### src/rtl/start_sequence_ctrl_if.sv
`default_nettype none
// ============================================================================
// Module   : start_sequence_ctrl_if
// Brief    : Key/PRBS inputs and LED/display outputs of the start sequencer.
// Revision : 1.0 - initial release
// ============================================================================
interface start_sequence_ctrl_if #(
    parameter int N_LEDS  = 10,
    parameter int PRBS_W  = 8,
    parameter int REACT_W = 14
);
    logic                i_tick;
    logic                i_start;
    logic                i_press;
    logic [PRBS_W-1:0]   i_prbs;
    logic                o_prbsEn;
    logic [N_LEDS-1:0]   o_turnOnLED;
    logic                o_go;
    logic                o_busy;
    logic [REACT_W-1:0]  o_reactionMs;
    logic                o_valid;
    logic                o_falseStart;
    logic                o_timeout;
    logic [REACT_W-1:0]  o_bestMs;

    modport master (
        output i_tick, i_start, i_press, i_prbs,
        input  o_prbsEn, o_turnOnLED, o_go, o_busy, o_reactionMs,
               o_valid, o_falseStart, o_timeout, o_bestMs
    );

    modport slave (
        input  i_tick, i_start, i_press, i_prbs,
        output o_prbsEn, o_turnOnLED, o_go, o_busy, o_reactionMs,
               o_valid, o_falseStart, o_timeout, o_bestMs
    );
endinterface
`default_nettype wire

### src/rtl/start_sequence_ctrl.sv
`default_nettype none
// ============================================================================
// Module   : start_sequence_ctrl
// Brief    : Reaction-game sequencer: LED countdown, random hold, reaction timing.
// Revision : 1.0 - initial release
// ============================================================================
module start_sequence_ctrl #(
    parameter int N_LEDS     = 10,
    parameter int STEP_TICKS = 100,
    parameter int PRBS_W     = 8,
    parameter int DELAY_MIN  = 500,
    parameter int REACT_W    = 14,
    parameter int REACT_MAX  = 9999
) (
    input  wire logic            i_clk,
    input  wire logic            i_rst,
    start_sequence_ctrl_if.slave bus
);
    localparam int c_led_w  = $clog2(N_LEDS + 1);
    localparam int c_step_w = (STEP_TICKS > 1) ? $clog2(STEP_TICKS) : 1;

    localparam logic [c_led_w-1:0]  c_led_last   = c_led_w'(N_LEDS - 1);
    localparam logic [c_step_w-1:0] c_step_last  = c_step_w'(STEP_TICKS - 1);
    localparam logic [15:0]         c_delay_min  = 16'(DELAY_MIN);
    localparam logic [REACT_W-1:0]  c_react_max  = REACT_W'(REACT_MAX);
    localparam logic [REACT_W-1:0]  c_react_last = REACT_W'(REACT_MAX - 1);

    typedef enum logic [2:0] {
        S_IDLE   = 3'd0,
        S_LIGHTS = 3'd1,
        S_HOLD   = 3'd2,
        S_GO     = 3'd3,
        S_RESULT = 3'd4
    } state_t;

    state_t               r_state,       w_state_nxt;
    logic [c_led_w-1:0]   r_led_cnt,     w_led_nxt;
    logic [c_step_w-1:0]  r_step_cnt,    w_step_nxt;
    logic [15:0]          r_dly,         w_dly_nxt;
    logic [REACT_W-1:0]   r_react_cnt,   w_react_nxt;
    logic [REACT_W-1:0]   r_reaction_ms, w_reaction_nxt;
    logic [REACT_W-1:0]   r_best_ms,     w_best_nxt;
    logic                 r_valid,       w_valid_nxt;
    logic                 r_false_start, w_false_nxt;
    logic                 r_timeout,     w_timeout_nxt;

    logic                 w_prbs_en;
    logic [N_LEDS-1:0]    w_leds;
    logic                 w_go;
    logic                 w_busy;

    always_ff @(posedge i_clk) begin
        if (i_rst) begin
            r_state       <= S_IDLE;
            r_led_cnt     <= '0;
            r_step_cnt    <= '0;
            r_dly         <= '0;
            r_react_cnt   <= '0;
            r_reaction_ms <= '0;
            r_best_ms     <= c_react_max;
            r_valid       <= 1'b0;
            r_false_start <= 1'b0;
            r_timeout     <= 1'b0;
        end else begin
            r_state       <= w_state_nxt;
            r_led_cnt     <= w_led_nxt;
            r_step_cnt    <= w_step_nxt;
            r_dly         <= w_dly_nxt;
            r_react_cnt   <= w_react_nxt;
            r_reaction_ms <= w_reaction_nxt;
            r_best_ms     <= w_best_nxt;
            r_valid       <= w_valid_nxt;
            r_false_start <= w_false_nxt;
            r_timeout     <= w_timeout_nxt;
        end
    end

    always_comb begin
        w_state_nxt    = r_state;
        w_led_nxt      = r_led_cnt;
        w_step_nxt     = r_step_cnt;
        w_dly_nxt      = r_dly;
        w_react_nxt    = r_react_cnt;
        w_reaction_nxt = r_reaction_ms;
        w_best_nxt     = r_best_ms;
        w_valid_nxt    = 1'b0;
        w_false_nxt    = r_false_start;
        w_timeout_nxt  = r_timeout;

        case (r_state)
            S_IDLE, S_RESULT: begin
                if (bus.i_start) begin
                    w_state_nxt   = S_LIGHTS;
                    w_led_nxt     = '0;
                    w_step_nxt    = '0;
                    w_false_nxt   = 1'b0;
                    w_timeout_nxt = 1'b0;
                end
            end
            S_LIGHTS: begin
                if (bus.i_press) begin
                    w_state_nxt = S_RESULT;
                    w_false_nxt = 1'b1;
                end else if (bus.i_tick) begin
                    if (r_step_cnt == c_step_last) begin
                        w_step_nxt = '0;
                        w_led_nxt  = r_led_cnt + 1'b1;
                        if (r_led_cnt == c_led_last) begin
                            w_state_nxt = S_HOLD;
                            w_dly_nxt   = c_delay_min + 16'(bus.i_prbs);
                        end
                    end else begin
                        w_step_nxt = r_step_cnt + 1'b1;
                    end
                end
            end
            S_HOLD: begin
                if (bus.i_press) begin
                    w_state_nxt = S_RESULT;
                    w_false_nxt = 1'b1;
                end else if (bus.i_tick) begin
                    // dly is at least 1 on entry, so it stops at 1 and never wraps
                    if (r_dly == 16'd1) begin
                        w_state_nxt = S_GO;
                        w_react_nxt = '0;
                    end else begin
                        w_dly_nxt = r_dly - 16'd1;
                    end
                end
            end
            S_GO: begin
                if (bus.i_press) begin
                    w_state_nxt    = S_RESULT;
                    w_reaction_nxt = r_react_cnt;
                    w_valid_nxt    = 1'b1;
                    if (r_react_cnt < r_best_ms) begin
                        w_best_nxt = r_react_cnt;
                    end
                end else if (bus.i_tick) begin
                    if (r_react_cnt == c_react_last) begin
                        w_state_nxt    = S_RESULT;
                        w_timeout_nxt  = 1'b1;
                        w_reaction_nxt = c_react_max;
                    end else begin
                        w_react_nxt = r_react_cnt + 1'b1;
                    end
                end
            end
            default: begin
                w_state_nxt = S_IDLE;
            end
        endcase

        w_prbs_en = (r_state == S_IDLE) || (r_state == S_LIGHTS) || (r_state == S_RESULT);
        w_go      = (r_state == S_GO);
        w_busy    = (r_state == S_LIGHTS) || (r_state == S_HOLD) || (r_state == S_GO);
        w_leds    = '0;
        if (r_state == S_LIGHTS) begin
            for (int i = 0; i < N_LEDS; i++) begin
                w_leds[i] = (r_led_cnt > c_led_w'(i));
            end
        end else if (r_state == S_HOLD) begin
            w_leds = '1;
        end
    end

    assign bus.o_prbsEn     = w_prbs_en;
    assign bus.o_turnOnLED  = w_leds;
    assign bus.o_go         = w_go;
    assign bus.o_busy       = w_busy;
    assign bus.o_reactionMs = r_reaction_ms;
    assign bus.o_valid      = r_valid;
    assign bus.o_falseStart = r_false_start;
    assign bus.o_timeout    = r_timeout;
    assign bus.o_bestMs     = r_best_ms;
endmodule
`default_nettype wire

### src/flat_wrapper.sv
// flat-port wrapper written by rule: the top's interface ports become plain ports
module start_sequence_ctrl_flat 
#(
    parameter int N_LEDS     = 10,
    parameter int STEP_TICKS = 100,
    parameter int PRBS_W     = 8,
    parameter int DELAY_MIN  = 500,
    parameter int REACT_W    = 14,
    parameter int REACT_MAX  = 9999
)
  (i_clk, i_rst, bus_i_tick, bus_i_start, bus_i_press, bus_i_prbs, bus_o_prbsEn, bus_o_turnOnLED, bus_o_go, bus_o_busy, bus_o_reactionMs, bus_o_valid, bus_o_falseStart, bus_o_timeout, bus_o_bestMs);
  start_sequence_ctrl_if #(.N_LEDS(N_LEDS), .PRBS_W(PRBS_W), .REACT_W(REACT_W)) bus_i ();
  input  wire logic i_clk;
  input  wire logic i_rst;
  input wire logic [$bits(bus_i.i_tick)-1:0] bus_i_tick;
  input wire logic [$bits(bus_i.i_start)-1:0] bus_i_start;
  input wire logic [$bits(bus_i.i_press)-1:0] bus_i_press;
  input wire logic [$bits(bus_i.i_prbs)-1:0] bus_i_prbs;
  output wire logic [$bits(bus_i.o_prbsEn)-1:0] bus_o_prbsEn;
  output wire logic [$bits(bus_i.o_turnOnLED)-1:0] bus_o_turnOnLED;
  output wire logic [$bits(bus_i.o_go)-1:0] bus_o_go;
  output wire logic [$bits(bus_i.o_busy)-1:0] bus_o_busy;
  output wire logic [$bits(bus_i.o_reactionMs)-1:0] bus_o_reactionMs;
  output wire logic [$bits(bus_i.o_valid)-1:0] bus_o_valid;
  output wire logic [$bits(bus_i.o_falseStart)-1:0] bus_o_falseStart;
  output wire logic [$bits(bus_i.o_timeout)-1:0] bus_o_timeout;
  output wire logic [$bits(bus_i.o_bestMs)-1:0] bus_o_bestMs;
  assign bus_i.i_tick = bus_i_tick;
  assign bus_i.i_start = bus_i_start;
  assign bus_i.i_press = bus_i_press;
  assign bus_i.i_prbs = bus_i_prbs;
  assign bus_o_prbsEn = bus_i.o_prbsEn;
  assign bus_o_turnOnLED = bus_i.o_turnOnLED;
  assign bus_o_go = bus_i.o_go;
  assign bus_o_busy = bus_i.o_busy;
  assign bus_o_reactionMs = bus_i.o_reactionMs;
  assign bus_o_valid = bus_i.o_valid;
  assign bus_o_falseStart = bus_i.o_falseStart;
  assign bus_o_timeout = bus_i.o_timeout;
  assign bus_o_bestMs = bus_i.o_bestMs;
  start_sequence_ctrl #(.N_LEDS(N_LEDS), .STEP_TICKS(STEP_TICKS), .PRBS_W(PRBS_W), .DELAY_MIN(DELAY_MIN), .REACT_W(REACT_W), .REACT_MAX(REACT_MAX)) u_core (.i_clk(i_clk), .i_rst(i_rst), .bus(bus_i));
endmodule
### config.mk
export PLATFORM = sky130hd
export DESIGN_NAME = start_sequence_ctrl_flat
export DESIGN_NICKNAME = d
export VERILOG_FILES = /design/src/rtl/start_sequence_ctrl_if.sv /design/src/rtl/start_sequence_ctrl.sv /design/src/flat_wrapper.sv
export SDC_FILE = /design/constraint.sdc
export NUM_CORES = 1
export LEC_CHECK = 0
export ABC_AREA = 1
export CAP_MARGIN = 20
export CORE_UTILIZATION = 63
export CTS_BUF_LIST = sky130_fd_sc_hd__clkbuf_4 sky130_fd_sc_hd__clkbuf_8
export DETAILED_ROUTE_END_ITERATION = 16
export PLACE_DENSITY_LB_ADDON = 0.12
export SYNTH_ARGS = -nofsm -noshare
export SYNTH_HDL_FRONTEND = slang
export SYNTH_SLANG_ARGS = --single-unit
### constraint.sdc
create_clock -name i_clk -period 3.7 [get_ports i_clk]
set_clock_uncertainty 0.15 [all_clocks]
set_input_delay 0.74 -clock i_clk [delete_from_list [all_inputs] [get_ports i_clk]]
set_output_delay 0.74 -clock i_clk [all_outputs]
set_load 0.05 [all_outputs]
==> impl_metrics.csv, run 1 <==
group,metric,value,unit
clock_tree,clock_sinks,75,
timing,minimum_setup_slack_in_the_final_design,310,ps
power_and_ir_drop,powerDensity,629,nW/um^2
timing,finalHoldViolCount,0,
placed_design,placed_area,5320,um^2
grt,antenna_found_initial,0,
yosys,asr_flop_ratio_synth,0,
timing,timing.final.crit_share,0.916,
timing,slew-limit-headroom,0.620,
die,ios,57,
clock_tree,post_cts_buffers,0,
layout,finalNetCount,831,
grt,gr-usage-all-layers,0.304,
layout,syn_to_final_growth,17.0,%
critical_path,worst_setup_path_start_kind,"flip-flop",
hold_path,holdCritPathClass,"flip-flop to flip-flop",
timing,setup_viol_count_final,0,
clock_tree,htreeDepth,3,
critical_path,worst-r2r-setup-slack,1370,ps
detailed_routing,routed-via-count,4833,
layout,seq_area,1500,um^2
clock_tree,clock_buffers_created_by_tritoncts,9,
timing,rsz0062_at_grt,"no",
clock_tree,cts.clk_slew.worst_paths,80,ps
placed_design,port_buffers,56,
detailed_routing,finalWirelength,11800,um
placed_design,place_hpwl,8460,um
layout,final_instance_area,5540,um^2
critical_path,critical_path.slowest_cell,"sky130_fd_sc_hd__clkdlybuf4s50_1",
die,num_rows,31,
yosys,synth_seq_cells,75,
layout,mostFrequentLayoutCell,"sky130_fd_sc_hd__nand2_1",
timing,timing.final.crit_period,3390,ps
power_and_ir_drop,power.static_leakage,0.00248,uW
yosys,seq_area_frac_synth,0.317,
layout,multi_input_area,2740,um^2
yosys,synth_nets,780,
timing,timing_worst_slew_pin_value,570,ps
outcome,run_status,"completed",
layout,fill_cells,591,
critical_path,worstPathCellList,"inv_1 > nand3_2 > nand2_4 > inv_2 > nor2_1 > inv_1 > a31oi_1 > clkdlybuf4s50_1",
yosys,syn_area,4740,um^2
detailed_routing,detailed_route_wire_length_per_cell,13.1,um
detailed_routing,first_pass_iters,5,
die,die-width,88.7,um
placed_design,gp_congestion,0.936,
die,initial_core_util,0.653,
layout,layout.core_utilization,0.764,
critical_path,cp_common_cell,"sky130_fd_sc_hd__inv_1",
critical_path,worstSetupPathType,"flip-flop to output port",
yosys,synth.lib_cells_used.distinct,41,
yosys,post_synth_edffs,0,
layout,layout.cells.most_common_list,"219 x sky130_fd_sc_hd__nand2_1, 102 x sky130_fd_sc_hd__nor2_1, 86 x sky130_fd_sc_hd__inv_1, 75 x sky130_fd_sc_hd__dfxtp_1, 57 x sky130_fd_sc_hd__a21oi_1",
clock_tree,ctsResizeCount,0,
flow_run,max_cap_violations,0,
grt,number_of_global_route_vias_before_repair,4061,
clock_tree,clock_path_buffers,2,
grt,grt_max_degree,41,
timing,totalNegativeSetupSlack,0,ps
yosys,ys.warnings.count,0,
timing,timing_max_transition_violations_final,0,
clock_tree,tritoncts,"yes",
timing,clock.fmax,295,MHz
layout,diodes,0,
grt,grt_remaining_overflow,0,
power_and_ir_drop,power.ir.vdd_worst,0.657,mV
placed_design,detailedPlace.worstSlack,704,ps
critical_path,cp.required,2810,ps
clock_tree,insertion_delay,350,ps
detailed_routing,drcViolationCount,0,
detailed_routing,drt.antenna.violating_nets,0,
yosys,average_cell_area_after_synthesis,6.37,um^2
layout,layout-drive-gt1-share,0.0663,
grt,wire_length_of_the_first_global_routing_pass,18700,um
yosys,dominantRegCellSynth,"sky130_fd_sc_hd__dfxtp_1",
critical_path,timing.critical_path.slowest_cell_delay,830,ps
clock_tree,root_buffer,"sky130_fd_sc_hd__clkbuf_8",
critical_path,timing.critical_path.fanout_max,8,
die,dieArea,7870,um^2
detailed_routing,vias_per_cell,5.38,
critical_path,worst-endpoint-arrival,2500,ps
clock_tree,postCtsHoldBufs,0,
detailed_routing,initialDrtViolationCount,327,
yosys,synthesis.instances,743,
die,design.core.area,7250,um^2
critical_path,timing.critical_path.to_type,"output port",
die,die_height,88.7,um
==> registers in the layout (all words and copies together), names as in the netlist <==
signal	cells
u_core.bus.o_valid	1
u_core.r_dly	16
u_core.r_state	3
u_core.r_step_cnt	7
u_core.r_led_cnt	4
u_core.bus.o_bestMs	14
u_core.bus.o_falseStart	1
u_core.bus.o_timeout	1
u_core.r_react_cnt	14
u_core.bus.o_reactionMs	14
==> worst max-delay path: cells and delay by family, from the launching register on <==
kind,cells,cell delay (ps)
AO/OA/AOI/OAI,1,180
AND/OR/NAND/NOR,3,490
flip-flops,1,380
buffers and inverters,4,1090
==> final timing paths <==
kind	to	from	cells after the start
max	bus_o_turnOnLED[4]	u_core.r_state[0]	8
min	u_core.bus.o_timeout	u_core.bus.o_timeout	2
max reg2reg	u_core.bus.o_bestMs[3]	u_core.r_react_cnt[3]	11
min reg2reg	u_core.bus.o_timeout	u_core.bus.o_timeout	2
==> report_power, final <==
group          total [uW]  leakage (uW)  switching (uW)  internal [uW]
Clock                 714      0.000110             325            389
Combinational        1770       0.00176            1210            563
Sequential           1000      0.000607            98.9            904
Total                3480       0.00248            1630           1860
==> cell families after synthesis <==
| group | synth area share |
|---|---|
| simple gates | 0.369 |
| buf+inv | 0.104 |
| flops | 0.317 |
| xor+xnor | 0.0203 |
| mux | 0.00211 |
| compound gates | 0.124 |
| fa+ha+maj | 0.0634 |
==> synthesized netlist by cell type (all sizes together) (2+ instances only) <==
cell,instances,area (um^2)
nand2,227,887
nor2,103,394
inv,96,363
dfxtp,75,1500
a21oi,59,310
nand3,58,335
o21ai,34,178
ha,24,300
nor3,14,86.3
buf,11,95.1
clkbuf,8,30.0
xor2,7,61.3
o22ai,6,37.5
xnor2,4,35.0
a31oi,3,18.8
nand4,3,18.8
o211a,2,20.0
or2,2,12.5
==> cell type report <==
| cell class | count | area share |
|---|---|---|
| inverter | 97 | 0.0664 |
| clock buffer | 10 | 0.0237 |
| clock inverter | 6 | 0.0163 |
| multi-input combinational | 552 | 0.495 |
| timing repair buffer | 59 | 0.105 |
| sequential | 75 | 0.271 |
| tap | 99 | 0.0224 |
==> through the flow <==
step / std cells / hold slack, ps / power [uW]
floorplan: 743 / 302 / 2370
global placement: 882 / 289 / 2710
detailed placement: 882 / 297 / 2750
CTS: 898 / 309 / 3470
global route: 898 / 323 / 3730
finish: 898 / 302 / 3480
==> layer usage <==
layer,routed length (um),track usage
met1,5480,0.427
met2,5330,0.483
met3,850,0.0504
met4,127,0.0821
met5,0,0
Note: power is estimated with default switching activity, not from simulation.
==> run 2, diff against run 1 <==
CAP_MARGIN = 30   (was 20)
==> results of run 2 <==
Same layout as run 1: the final DEF is identical, and so are final timing and power.
